[src/rtl/spi_pkg.sv]
// Shared definitions for the mode-3 SPI master:
// FSM state encoding, SPI idle levels and default frame width.
package spi_pkg;

   typedef enum logic [2:0] {
      S_IDLE  = 3'd0,
      S_SETUP = 3'd1,
      S_SHIFT = 3'd2,
      S_HOLD  = 3'd3,
      S_GAP   = 3'd4
   } state_e;

   localparam logic SCK_IDLE    = 1'b1;
   localparam logic CS_IDLE_LVL = 1'b1;
   localparam int   DATA_W_DEF  = 16;
   // Width of the SETUP/HOLD/GAP phase timer.
   localparam int   TMR_W       = 8;

endpackage

[src/rtl/spi_sck_gen.sv]
// SCK half-period divider. sck_o idles high while en_i=0.
// Ports: clk_i, rst_ni, en_i; sck_o, sck_fall_o, sck_rise_o.
module spi_sck_gen
   import spi_pkg::*;
#(
   parameter int CLK_DIV = 4
) (
   input  logic clk_i,
   input  logic rst_ni,
   input  logic en_i,
   output logic sck_o,
   output logic sck_fall_o,
   output logic sck_rise_o
);

   localparam int DIV_W = $clog2(CLK_DIV);

   logic [DIV_W-1:0] div_q, div_d;
   logic             sck_q, sck_d;
   logic             tick;

   assign tick = en_i && (div_q == DIV_W'(CLK_DIV - 1));

   // Strobes mark the clk edge on which sck_q changes.
   assign sck_fall_o = tick && sck_q;
   assign sck_rise_o = tick && !sck_q;
   assign sck_o      = sck_q;

   always_comb begin
      div_d = div_q;
      sck_d = sck_q;
      if (!en_i) begin
         div_d = '0;
         sck_d = SCK_IDLE;
      end else if (tick) begin
         div_d = '0;
         sck_d = ~sck_q;
      end else begin
         div_d = div_q + 1'b1;
      end
   end

   always_ff @(posedge clk_i or negedge rst_ni) begin
      if (!rst_ni) begin
         div_q <= '0;
         sck_q <= SCK_IDLE;
      end else begin
         div_q <= div_d;
         sck_q <= sck_d;
      end
   end

endmodule

[src/rtl/spi_master.sv]
// SPI master, mode 3, MSB first, one full-duplex frame per start.
// Ports: clk, rst_n, start, data_in -> data_out, busy, done; SPI pins spi_*.
module spi_master
   import spi_pkg::*;
#(
   parameter int DATA_W   = DATA_W_DEF,
   parameter int CNT_W    = 5,
   parameter int CLK_DIV  = 4,
   parameter int CS_SETUP = 2,
   parameter int CS_HOLD  = 2,
   parameter int CS_IDLE  = 2
) (
   input  logic              clk,
   input  logic              rst_n,
   input  logic              start,
   input  logic [DATA_W-1:0] data_in,
   output logic [DATA_W-1:0] data_out,
   output logic              busy,
   output logic              done,
   output logic              spi_sck,
   output logic              spi_cs,
   output logic              spi_mosi,
   input  logic              spi_miso
);

   state_e            state_q, state_d;
   logic [DATA_W-1:0] tx_q, tx_d;
   logic [DATA_W-1:0] rx_q, rx_d;
   logic [DATA_W-1:0] dout_q, dout_d;
   logic [CNT_W-1:0]  bit_q, bit_d;
   logic [TMR_W-1:0]  tmr_q, tmr_d;
   logic              busy_q, busy_d;
   logic              done_q, done_d;
   logic              cs_q, cs_d;
   logic              mosi_q, mosi_d;
   logic              sck_fall, sck_rise;

   spi_sck_gen #(
      .CLK_DIV(CLK_DIV)
   ) u_sck (
      .clk_i     (clk),
      .rst_ni    (rst_n),
      .en_i      (state_q == S_SHIFT),
      .sck_o     (spi_sck),
      .sck_fall_o(sck_fall),
      .sck_rise_o(sck_rise)
   );

   always_comb begin
      state_d = state_q;
      tx_d    = tx_q;
      rx_d    = rx_q;
      dout_d  = dout_q;
      bit_d   = bit_q;
      tmr_d   = tmr_q;
      busy_d  = busy_q;
      done_d  = 1'b0;
      cs_d    = cs_q;
      mosi_d  = mosi_q;
      unique case (state_q)
         S_IDLE: begin
            bit_d = '0;
            tmr_d = '0;
            if (start) begin
               tx_d    = data_in;
               rx_d    = '0;
               busy_d  = 1'b1;
               cs_d    = ~CS_IDLE_LVL;
               state_d = S_SETUP;
            end
         end
         S_SETUP: begin
            if (tmr_q == TMR_W'(CS_SETUP - 1)) begin
               tmr_d   = '0;
               state_d = S_SHIFT;
            end else begin
               tmr_d = tmr_q + 1'b1;
            end
         end
         S_SHIFT: begin
            if (sck_fall) begin
               mosi_d = tx_q[DATA_W-1];
               tx_d   = {tx_q[DATA_W-2:0], 1'b0};
            end
            if (sck_rise) begin
               rx_d  = {rx_q[DATA_W-2:0], spi_miso};
               bit_d = bit_q + 1'b1;
               // Leaving SHIFT disables the divider, so sck stays high.
               if (bit_q == CNT_W'(DATA_W - 1)) begin
                  state_d = S_HOLD;
               end
            end
         end
         S_HOLD: begin
            if (tmr_q == TMR_W'(CS_HOLD - 1)) begin
               tmr_d   = '0;
               cs_d    = CS_IDLE_LVL;
               mosi_d  = 1'b0;
               dout_d  = rx_q;
               done_d  = 1'b1;
               state_d = S_GAP;
            end else begin
               tmr_d = tmr_q + 1'b1;
            end
         end
         S_GAP: begin
            if (tmr_q == TMR_W'(CS_IDLE - 1)) begin
               tmr_d   = '0;
               busy_d  = 1'b0;
               state_d = S_IDLE;
            end else begin
               tmr_d = tmr_q + 1'b1;
            end
         end
         default: begin
            state_d = S_IDLE;
         end
      endcase
   end

   always_ff @(posedge clk or negedge rst_n) begin
      if (!rst_n) begin
         state_q <= S_IDLE;
         tx_q    <= '0;
         rx_q    <= '0;
         dout_q  <= '0;
         bit_q   <= '0;
         tmr_q   <= '0;
         busy_q  <= 1'b0;
         done_q  <= 1'b0;
         cs_q    <= CS_IDLE_LVL;
         mosi_q  <= 1'b0;
      end else begin
         state_q <= state_d;
         tx_q    <= tx_d;
         rx_q    <= rx_d;
         dout_q  <= dout_d;
         bit_q   <= bit_d;
         tmr_q   <= tmr_d;
         busy_q  <= busy_d;
         done_q  <= done_d;
         cs_q    <= cs_d;
         mosi_q  <= mosi_d;
      end
   end

   assign data_out = dout_q;
   assign busy     = busy_q;
   assign done     = done_q;
   assign spi_cs   = cs_q;
   assign spi_mosi = mosi_q;

endmodule

[config.mk]
export PLATFORM = sky130hd
export DESIGN_NAME = spi_master
export DESIGN_NICKNAME = d
export VERILOG_FILES = /design/src/rtl/spi_pkg.sv /design/src/rtl/spi_sck_gen.sv /design/src/rtl/spi_master.sv
export SDC_FILE = /design/constraint.sdc
export NUM_CORES = 1
export LEC_CHECK = 0
export CAP_MARGIN = 0
export CORE_MARGIN = 4
export CORE_UTILIZATION = 48
export DETAILED_ROUTE_END_ITERATION = 12
export PLACE_DENSITY = 0.71
export SLEW_MARGIN = 20
export SYNTH_ARGS = -nofsm -noshare
export SYNTH_HDL_FRONTEND = slang
export SYNTH_SLANG_ARGS = --single-unit
[constraint.sdc]
create_clock -name clk -period 4.4 [get_ports clk]
set_input_delay 0.66 -clock clk [delete_from_list [all_inputs] [get_ports clk]]
set_output_delay 0.66 -clock clk [all_outputs]
set_load 0.02 [all_outputs]
* After elaboration in Yosys (flattened, before gate mapping) *
Cells that the tools add are included.

cells by class
  add/subtract/negate cells = 3
  $mul = 0
  divide/modulo/power cells = 0
  $lt $le $gt $ge = 0
  equality and inequality tests = 15
  shift operators = 0
  multiplexer cells = 31
  bitwise gates (word level) = 1
  reductions and logical operators = 19

operators by type and width
  operator             number
  $mux 16              4
  $pmux 16 s2          2
  $mux 3               6
  $ne 2x2->1 const B   8
  $pmux 8 s2           1
  $pmux 3 s5           1
  $reduce_and 3->1     5
  $pmux 5 s2           1
  $reduce_bool 2->1    5
  $mux 1               9
  $add 8x1->8 const B  1
  $eq 8x1->1 const B   1
  $mux 8               1
  $eq 3x2->1 const B   2
  $pmux 1 s2           3
  $reduce_and 6->1     1
  $add 5x1->5 const B  1
  $eq 5x4->1 const B   1
  $mux 5               1
  $mux 2               2
  $reduce_and 2->1     2
  $eq 3x1->1 const B   1
  $eq 3x3->1 const B   1
  $logic_and 1x1->1    3
  other kinds (6)      6

storage, ports and cells
  register bits = 71
  latch bits = 0
  memory bits (writable) = 0
  memory bits (read-only) = 0
  memories = 0

* Longest topological paths before layout *
Gate-level depths: netlist (run 1).

  word-level depth = 5
  depth in mapped cells = 7
  gate-level depth less buffers = 6

* By module *
A second synthesis (run 1) with hierarchy kept.

unflattened totals
  cells, all modules = 288
  area, all modules = 3181.8 um2

by module, submodules not included
  module       times used  cells an instance  area an instance (um2)  seq. area each (um2)
  spi_master   1           277                3047.9                  1702.9
  spi_sck_gen  1           11                 133.9                   76.3

* Worst setup path after synthesis (run 1) *
OpenSTA, ideal clock, no wires.

  kind = flip-flop to flip-flop
  from = register tmr_q[1]
  to = register dout_q[10], in the netlist data_out[10]
  setup time = 0.125 ns
  data arrival time = 1.607 ns
  data required time = 4.275 ns
  setup slack = 2.667 ns
  stages on the path, launching flop included = 7
  clock period less this slack = 1.733 ns
  cell sequence = dfrtp_1 -> inv_1 -> ha_1 -> nor4b_4 -> nand4_4 -> buf_6 -> mux2_4

between the ends
  longest elaborated chain between the ends = 2

RTL lines
  element                     RTL line           source
  from (decl)                 spi_master.sv:31   logic [TMR_W-1:0] tmr_q, tmr_d;
  from (signal assigned)      spi_master.sv:139  tmr_q <= tmr_d;
  $eq 8x1->1                  spi_master.sv:95   if (tmr_q == TMR_W'(CS_HOLD - 1)) begin
  $reduce_and 2->1 (no line)  n/a
  to (signal assigned)        spi_master.sv:137  dout_q <= dout_d;
  to (decl)                   spi_master.sv:29   logic [DATA_W-1:0] dout_q, dout_d;

No other way between the ends.
A chain may end at the register's enable or synchronous reset.

* Worst setup path after layout (run 1) *
  from = input start
  to = register tx_q[3]

between the ends
  longest elaborated chain between the ends = 2

RTL lines
  element                     RTL line           source
  from (decl)                 spi_master.sv:15   input logic start,
  $ne 2x2->1 (no line)        n/a
  $reduce_and 3->1 (no line)  n/a
  to (signal assigned)        spi_master.sv:135  tx_q <= tx_d;
  to (decl)                   spi_master.sv:27   logic [DATA_W-1:0] tx_q, tx_d;

No other way between the ends.

==> flow_metrics.tcl, run 1 <==
set metrics [dict create \
    status "complete, no violations" \
    syn_area_um2 3150 \
    synth_edf_count 0 \
    first_global_vias 2141 \
    grt_max_degree 51 \
    num_antenna_cells 0 \
    end_kind "flop" \
    synthCells 277 \
    synth_top_area_share_pct 54.8 \
    num_vias 2154 \
    area_delta_synth_final_pct 20.8 \
    synthTopCellsByCount "dfrtp_1, nand2_1, a21oi_1" \
    htreeDepth 3 \
    gp_congestion 0.802 \
    hold_slack_ps 333 \
    cts-buffers-inserted 9 \
    finalSetupViolations 0 \
    multi_input_area_um2 1290 \
    grt_overflow_total 0 \
    drt_first_pass_iters 4 \
    final_hold_viol_count 0 \
    critical_path.max_fanout 31 \
    core_um2 6350 \
    wl_per_cell_um 14.5 \
    syn_area_per_cell_um2 11.4 \
    viasPerCell 5.37 \
    cts-root-buf "clkbuf_8" \
    final-instance-count-excl-fill 401 \
    irDropWorstVdd_mv 0.168 \
    min_period_ps 2280 \
    fp.dieW_um 89.0 \
    cts_tree "built" \
    p_seq_share_pct 55.0 \
    port_buffers 40 \
    power_density_nw_per_um2 314 \
    relSlewSlack_pct 37.9 \
    leakage_nw 1.85 \
    dp.cells 385 \
    max_freq_mhz 438 \
    path_clk_slew_ps 70 \
    fin_setup_tns_ps 0 \
    p_sw_share_pct 20.7 \
    drt_iter0_markers 101 \
    start_util_pct 49.6 \
    yosys_warnings 0 \
    post-route-period-util_pct 51.8 \
    antenna_found_initial 0 \
    postCtsHoldBufs 0 \
    fill_cells 526 \
    remaining_drc_errors 0 \
    yosys.cell_types.count 39 \
    globalRouteTotalUtil_pct 16.5 \
    wl_um 5800 \
    rows 29 \
    cp.arrival_ps 2440 \
    clockBufferDepth 2 \
    yosysMostFrequentCell "dfrtp_1" \
    seq_area_um2 1780 \
    dieArea_um2 7920 \
    skew_ps 6.91 \
    grt_pass1_wl_um 10100 \
    cts_resized 0 \
    synth_area_leaders "dfrtp_1, mux2i_1, mux2_2" \
    crit_required_ps 4560 \
    synth.net_count 302 \
    die_h_um 89.0 \
    insertion_delay_ps 330 \
    finalInstanceArea_um2 3800 \
    nets 344 \
    pwr-share-comb_pct 2.7 \
    final_core_util_pct 59.9 \
    switchingPower_uw 247 \
    ys_ff_latch 71 \
    slew_viol_final 0 \
    synthArstFlopShare_pct 100 \
    dpl_cell_area_um2 3610 \
    synth_flop_cell "dfrtp_1" \
    startpoint_type "primary input" \
    synth.largest_area_cell "dfrtp_1" \
    pin_count 41 \
    ys_seq_area_share_pct 56.5 \
    p_int_uw 946 \
    maxCapViolations 0 \
    min_path_type "in -> async" \
    rsz0062_at_grt "no" \
    cts.sinks 71 \
    drive_gt1_share_pct 13.3 \
    tightest_slew_ps 932 \
    dp_hpwl_um 3990 \
    path_class "in -> reg" \
    pwr-share-clk_pct 42.3 \
    post_cts_buffers 0 \
    ant_nets 0 \
]
final timing paths:
check                                     from             end  slack, ps  cells after the start
min in group clk                u_sck.div_q[0]  u_sck.div_q[0]        450                      1
max in group asynchronous                rst_n         tx_q[3]       3320                      2
worst min register to register  u_sck.div_q[0]  u_sck.div_q[0]        450                      1
worst min-delay path                     rst_n     data_out[0]        330                      1
worst max register to register      state_q[0]         tx_q[3]       2300                      3
worst max-delay path                     start         tx_q[3]       2120                      4
power groups by stage:
stage | Sequential [mW] | Clock [mW] | Combinational, mW
floorplan | 0.669 | 0 | 0.00241
global placement | 0.669 | 0 | 0.0330
detailed placement | 0.669 | 0 | 0.0334
CTS | 0.657 | 0.518 | 0.0332
global route | 0.657 | 0.542 | 0.0363
finish | 0.657 | 0.505 | 0.0319
per-stage QoR:
stage                     setup slack [ps]  total power, mW
after floorplan                       2670            0.671
after global placement                1870            0.702
after detailed placement              1740            0.702
after CTS                             2100             1.21
after global routing                  1880             1.23
final                                 2120             1.19
kinds of logic (layout without fill, tap and decap cells):
family / after synthesis / in the layout / share of synthesized area, %
AO/OA/AOI/OAI: 65 / 65 / 12.6
XOR/XNOR: 1 / 1 / 0.278
multiplexers: 33 / 33 / 12.0
adder cells (fa/ha/maj): 5 / 5 / 1.99
AND/OR/NAND/NOR: 83 / 83 / 13.9
flip-flops: 71 / 71 / 56.5
buffers and inverters: 19 / 66 / 2.66
registers in the layout (all words and copies together) (netlist names):
signal	count
tmr_q	8
done	1
state_q	3
u_sck.sck_o	1
busy	1
data_out	16
rx_q	16
spi_mosi	1
tx_q	16
u_sck.div_q	2
bit_q	5
spi_cs	1
placed cells by master (no fill, tap or decap), types with 2 or more instances in the layout:
cell / netlist / routed
nand2b_1: 5 / 5
nor3b_1: 3 / 2
and2_1: 2 / 2
and3_1: 6 / 6
ha_1: 5 / 5
dfrtp_1: 69 / 69
a31oi_1: 2 / 2
o31ai_1: 2 / 2
clkbuf_8: 0 / 10
nand2_1: 29 / 29
nor2b_1: 5 / 5
nor2_1: 18 / 18
o22ai_1: 3 / 3
buf_4: 0 / 4
nand3_1: 7 / 7
o21a_1: 2 / 2
clkdlybuf4s50_1: 0 / 39
dfstp_2: 2 / 2
a22o_1: 10 / 10
a21boi_0: 2 / 2
inv_1: 7 / 7
mux2i_1: 16 / 16
mux2_4: 7 / 7
a21oi_1: 21 / 21
clkbuf_1: 7 / 2
o21ai_0: 19 / 19
clkinv_2: 0 / 3
mux2_2: 10 / 10
cell type report:
cell class | count | area share (%)
Multi-Input combinational cell | 187 | 33.9
Inverter | 7 | 0.691
Sequential cell | 71 | 46.8
Timing Repair Buffer | 43 | 11.1
Clock buffer | 12 | 3.82
Tap cell | 77 | 2.53
Clock inverter | 4 | 1.18
critical path, cell delays in order:
cell and delay (ps):
clkdlybuf4s50_1 450, nor2b_1 360, o21a_1 820, a21oi_1 160
per-layer routing:
layer,wire (um),GRT usage [%],vias up
met2,2700,25.5,33
met4,96,6.22,0
li1,-,-,1057
met5,0,0,-
met3,226,4.15,10
met1,2770,22.6,1054
Power figures use the tool's default switching activity.
==> run 2, diff against run 1 <==
Settings changed: PLACE_DENSITY 0.71 to 0.74.
Clock period 4.4 ns to 2 ns, I/O delays scaled along.
==> flow_metrics.tcl, run 2 (synthesized netlist as in run 1, its figures left out) <==
set metrics [dict create \
    core_um2 6350 \
    die_h_um 89.0 \
    start_util_pct 49.6 \
    power_density_nw_per_um2 662 \
    final_hold_viol_count 0 \
    fin_setup_tns_ps 0 \
    grt_overflow_total 0 \
    r2r-end "data_out[8]" \
    layout_commonest_cell "dfrtp_1" \
    irDropWorstVdd_mv 0.482 \
    pwr-share-clk_pct 40.9 \
    layout_common_cells "dfrtp_1, clkdlybuf4s50_1, nand2_1, a21oi_1, o21ai_0" \
    wl_per_cell_um 14.6 \
    pwr-share-comb_pct 2.9 \
    ant_nets 0 \
    grt_max_degree 52 \
    drt_first_pass_iters 4 \
    insertion_delay_ps 350 \
    viasPerCell 5.31 \
    port_buffers 40 \
    first_global_vias 2218 \
    cts_tree "built" \
    globalRouteTotalUtil_pct 17.3 \
    skew_ps 6.32 \
    rr_worst_depth 6 \
    crit_family "buffers and inverters" \
    clockBufferDepth 2 \
    wl_um 5950 \
    dp.cells 391 \
    p_int_mw 1.97 \
    crit_path_cell_trace "clkdlybuf4s50_1" \
    area_delta_synth_final_pct 23.4 \
    final-instance-count-excl-fill 408 \
    crit_required_ps 1700 \
    cts-buffers-inserted 9 \
    drive_gt1_share_pct 15.4 \
    grt_pass1_wl_um 10400 \
    gp_congestion 0.800 \
    max_freq_mhz 526 \
    dieArea_um2 7920 \
    slew_viol_final 0 \
    cts-root-buf "clkbuf_8" \
    htreeDepth 3 \
    nets 351 \
    leakage_nw 1.89 \
    end_kind "output port" \
    num_vias 2165 \
    post-place-ws_ps 193 \
    slowest_stage "clkdlybuf4s50_1" \
    r2r-start "tmr_q[1]" \
    post-route-period-util_pct 95.1 \
    num_antenna_cells 0 \
    seq_area_um2 1780 \
    startpoint_type "flop" \
    power.total_mw 2.57 \
    fp.dieW_um 89.0 \
    tightest_slew_ps 482 \
    cp.depth 1 \
    maxCapViolations 0 \
    rrSetupSlack_ps 190 \
    antenna_found_initial 0 \
    min_path_type "in -> async" \
    setup_slack_ps 98.6 \
    cts_resized 0 \
    startpoint "u_sck.sck_o" \
    fill_cells 511 \
    path_class "reg -> out" \
    relSlewSlack_pct 67.7 \
    drt_iter0_markers 122 \
    p_seq_share_pct 56.2 \
    min_period_ps 1900 \
    critical_path.max_fanout 7 \
    cp.arrival_ps 1600 \
    dpl_cell_area_um2 3690 \
    remaining_drc_errors 0 \
    path_clk_slew_ps 80 \
    rsz0062_at_grt "no" \
    critPathBufInv 1 \
    finalSetupViolations 0 \
    pin_count 41 \
    status "complete, no violations" \
    p_sw_share_pct 23.5 \
    rows 29 \
    finalInstanceArea_um2 3880 \
    multi_input_area_um2 1290 \
    critPathMaxStageDelay_ps 660 \
    cts.sinks 71 \
    dp_hpwl_um 4020 \
    switchingPower_uw 604 \
]
run 2: layout make-up:
class / count / area share, %
flip-flops and latches: 71 / 45.8
multi-input cells: 187 / 33.2
repair buffers: 50 / 13.1
clock buffers: 10 / 3.54
well taps: 77 / 2.48
clock inverters: 6 / 1.16
inverters: 7 / 0.676
run 2: metal layers:
metal	up-vias	GRT usage (%)	routed length, um
li1	1074	-	-
met5	-	0	0
met3	11	3.50	153
met1	1049	22.6	2780
met2	31	27.3	2880
met4	0	8.80	134
run 2: worst max-delay path by stage:
| stage | to |
|---|---|
| floorplan | data_out[10] |
| global placement | rx_q[12] |
| detailed placement | data_out[8] |
| CTS | spi_sck |
| global route | tmr_q[7] |
| finish | spi_sck |
run 2: timing repair:
| item | 4_1_cts | 5_1_grt |
|---|---|---|
| hold endpoints to repair | 20 | 0 |
| hold buffers | 1 | 0 |
| setup buffers | 0 | 0 |
run 2: stage by stage:
step / util [%] / hold WS (ps)
detailed placement: 58.1 / 293
finish: 61.2 / 443
CTS: 61.2 / 448
global placement: 58.1 / 290
global route: 61.2 / 465
floorplan: - / 4.41
run 2: power by group through the flow:
stage	Clock, mW	Sequential, mW	Combinational, mW
2_1_floorplan	0	1.47	0.00531
3_3_place_gp	0	1.47	0.0754
3_5_place_dp	0	1.47	0.0764
4_1_cts	1.08	1.44	0.0781
5_1_grt	1.14	1.44	0.0857
6_report	1.05	1.44	0.0749
==> run 3, diff against run 2 <==
Settings changed: REMOVE_ABC_BUFFERS from default to 1.
==> flow_metrics.tcl, run 3 (synthesized netlist as in run 1, its figures left out) <==
set metrics [dict create \
    grt_max_degree 72 \
    status "complete, no violations" \
    post_cts_buffers 0 \
    finalSetupViolations 0 \
    crit_required_ps 1700 \
    critical_path.max_fanout 7 \
    power_density_nw_per_um2 651 \
    leakage_nw 1.90 \
    layout_common_cells "dfrtp_1, clkdlybuf4s50_1, nand2_1, a21oi_1, o21ai_0" \
    layout_commonest_cell "dfrtp_1" \
    min_period_ps 1850 \
    port_buffers 40 \
    grt_pass1_wl_um 9590 \
    dieArea_um2 7920 \
    globalRouteTotalUtil_pct 15.9 \
    start_util_pct 49.6 \
    setup_slack_ps 147 \
    drt_iter0_markers 86 \
    first_global_vias 2098 \
    end_kind "output port" \
    fin_setup_tns_ps 0 \
    num_vias 2155 \
    irDropWorstVdd_mv 0.407 \
    pin_count 41 \
    skew_ps 8.87 \
    cts-buffers-inserted 9 \
    rsz0062_at_grt "no" \
    htreeDepth 3 \
    slowest_stage "clkdlybuf4s50_1" \
    max_freq_mhz 540 \
    insertion_delay_ps 340 \
    rr_worst_depth 6 \
    area_delta_synth_final_pct 23.2 \
    cts.sinks 71 \
    crit_family "buffers and inverters" \
    num_antenna_cells 0 \
    antenna_found_initial 0 \
    grt_overflow_total 0 \
    cts_tree "built" \
    clockBufferDepth 2 \
    remaining_drc_errors 0 \
    rrSetupSlack_ps 220 \
    r2r-start "tmr_q[1]" \
    startpoint_type "flop" \
    ant_nets 0 \
    viasPerCell 5.27 \
    critPathMaxStageDelay_ps 640 \
    relSlewSlack_pct 67.3 \
    cp.depth 1 \
    cts-root-buf "clkbuf_8" \
    final_core_util_pct 61.1 \
    post-route-period-util_pct 92.6 \
    cp.arrival_ps 1550 \
    dp_hpwl_um 3840 \
    crit_path_cell_trace "clkdlybuf4s50_1" \
    drt_first_pass_iters 4 \
    min_path_type "reg -> reg" \
    critPathBufInv 1 \
    tightest_slew_ps 488 \
    drive_gt1_share_pct 16.0 \
    nets 353 \
    crit_end "spi_sck" \
    path_class "reg -> out" \
    die_h_um 89.0 \
    core_um2 6350 \
    slew_viol_final 0 \
    gp_congestion 0.786 \
    fp.dieW_um 89.0 \
    rows 29 \
    path_clk_slew_ps 70 \
    post-place-ws_ps 206 \
    wl_per_cell_um 13.7 \
    r2r-end "data_out[9]" \
    wl_um 5590 \
    fill_cells 483 \
    power.total_mw 2.52 \
    startpoint "u_sck.sck_o" \
    final_hold_viol_count 0 \
    maxCapViolations 0 \
]
==> run 3: per-stage QoR <==
step	cells	hold WS, ps	instance area (um^2)
finish	409	434	3880
global route	409	468	3880
CTS	409	439	3880
detailed placement	393	354	3690
global placement	393	357	3690
floorplan	265	4.41	3090
==> run 3: layout make-up <==
class	count	area [um^2]	area share [%]
clock buffer	10	138	3.55
multi-input combinational	187	1290	33.3
timing repair buffer	52	513	13.2
inverter	7	26.3	0.677
sequential	71	1780	45.9
clock inverter	5	35.0	0.903
tap	77	96.3	2.48
==> run 3: worst min-delay path by stage <==
stage,startpoint,end,slack (ps),cells after the start
floorplan,rst_n,bit_q[0],4,0
global placement,rst_n,data_out[5],360,2
detailed placement,rst_n,data_out[6],350,2
CTS,u_sck.div_q[0],u_sck.div_q[0],440,1
global route,u_sck.div_q[0],u_sck.div_q[0],470,1
finish,u_sck.div_q[0],u_sck.div_q[0],430,1
==> run 3: metal layers <==
metal	part of all wire, %	track usage [%]	up-vias
met3	4.5	4.79	8
met2	47	25.6	42
met1	46	19.9	1026
li1	-	-	1079
met5	0	0	-
met4	1.7	6.90	0
==> run 3: power by group <==
group / leakage (nW) / switching [mW] / total (mW) / internal [mW]
Clock: 0.0881 / 0.529 / 1.01 / 0.476
Sequential: 0.940 / 0.00422 / 1.44 / 1.44
Combinational: 0.868 / 0.0345 / 0.0743 / 0.0398
==> run 3: repair_timing <==
| action | CTS | global route |
|---|---|---|
| gates resized for setup | 0 | 1 |
| hold endpoints to repair | 69 | 0 |
| hold buffers | 1 | 0 |
| setup endpoints to repair | 0 | 1 |
==> RTL change (config.mk and constraints of run 1) <==
Set the package constant `TMR_W` to 12 (it was 8).
--- a/src/rtl/spi_pkg.sv
+++ b/src/rtl/spi_pkg.sv
@@ -14,7 +14,7 @@
    localparam logic CS_IDLE_LVL = 1'b1;
    localparam int   DATA_W_DEF  = 16;
    // Width of the SETUP/HOLD/GAP phase timer.
-   localparam int   TMR_W       = 8;
+   localparam int   TMR_W       = 12;
 
 endpackage
 
Function: same outputs for any inputs over 10 cycles, from zero or initial values and one cycle with rst_n low; that may be too few to reach the edited logic, so the function may still have changed.
==> RTL change against run 1 <==
- utilization is 0.44 points higher
- sequential cell count is 4 higher
- worst setup slack better by 0.059 ns
- area after synthesis is 12% higher
- wire length is 10% higher
- global-route usage is 0.64 points lower
- count of clock-buffer cells in the layout is 2 lower
- sequential share of layout area is 1.9 points lower
- final area is 10% higher
- fmax is 2.7% higher
- critical path type is now flip-flop to primary output
- largest cell class unchanged
Power is not compared: it rests on default switching activity, and its combinational part moved more than twofold at a synthesized area within 25%.
==> RTL change: results (changes against run 1) <==
critical_path:
  crit_arrival_ns: 1.56  # -0.88 ns
  critPathMaxFanout: 5  # -84%
  reg2reg_from: "tmr_q[1]"
  startpoint: "u_sck.sck_o"
drt:
  vias: 2471  # +15%
  dr_wl_met2_um: 2870  # +6.1%
  wl_met1_um: 3090  # +11%
  dr.first_iter.drc_count: 159  # +57%
placement:
  dp_hpwl_um: 4260  # +6.9%
  dpl_cell_area_sq_um: 3970  # +9.8%
  place.gp.congestion: 0.780  # -2.8%
cts:
  clock_latency_ns: 0.35  # +0.02 ns
layout:
  multi_input_area_sq_um: 1530  # +19%
  seqCellArea_sq_um: 1880  # +5.6%
  nFlopsAndLatches: 75  # +5.6%
  fin_nets: 382  # +11%
  area_growth_pct: 18.9
  buf_share: 0.103  # -0.00752
  multi_input_gates: 224  # +20%
  inverters: 4  # -3
synth:
  synth-compound-area-share: 0.122  # -0.00459
  yosysUniqueCellTypes: 56  # +44%
  synth_area_leaders: "dfrtp_1 52%, nand2_1 6.3%, mux2i_1 4.5%, o21ai_1 3.7%, mux2_4 3.4%"
  synthTopCellsByCount: "73 x dfrtp_1, 59 x nand2_1, 26 x o21ai_1, 16 x mux2i_1"
  synth_adder_area_share: 0.0178  # -0.00212
worst_hold_path:
  hold_path_class: "flip-flop to flip-flop"
global_routing:
  met2_usage: 0.237  # -0.0180
  grt_usage: 0.159  # -0.00638
  use_met3: 0.0304  # -0.0110
timing:
  clock-skew-final_ns: 0.0105  # +0.00361 ns
  holdWs_ns: 0.443  # +0.110 ns
run_status:
  outcome: "completed"
RTL change: cell types whose count changed after synthesis, sizes merged, moves of 4 or more:
| cell | change |
|---|---|
| nand2 | +30 |
| nor2 | -12 |
| nand3 | +6 |
| nor3 | +4 |
| a21o | +5 |
| o31ai | +4 |
| buf | +6 |
| a21oi | -19 |
| nor4 | +4 |
| nand2b | -5 |
| a22o | -9 |
| o21ai | +18 |
| dfrtp | +4 |
RTL change: power by group through the flow:
stage          logic (uW)  registers (uW)  clock network (uW)
2_1_floorplan         546             895                   0
3_3_place_gp          651             914                   0
3_5_place_dp          674             918                   0
4_1_cts               676             905                 562
5_1_grt               759             927                 592
6_report              679             905                 549
RTL change: worst min-delay path by stage:
stage	to	cells after the start
final	u_sck.div_q[0]	1
after global routing	u_sck.div_q[0]	1
after CTS	u_sck.div_q[0]	1
after detailed placement	u_sck.div_q[0]	1
after global placement	u_sck.div_q[0]	1
after floorplan	bit_q[0]	0
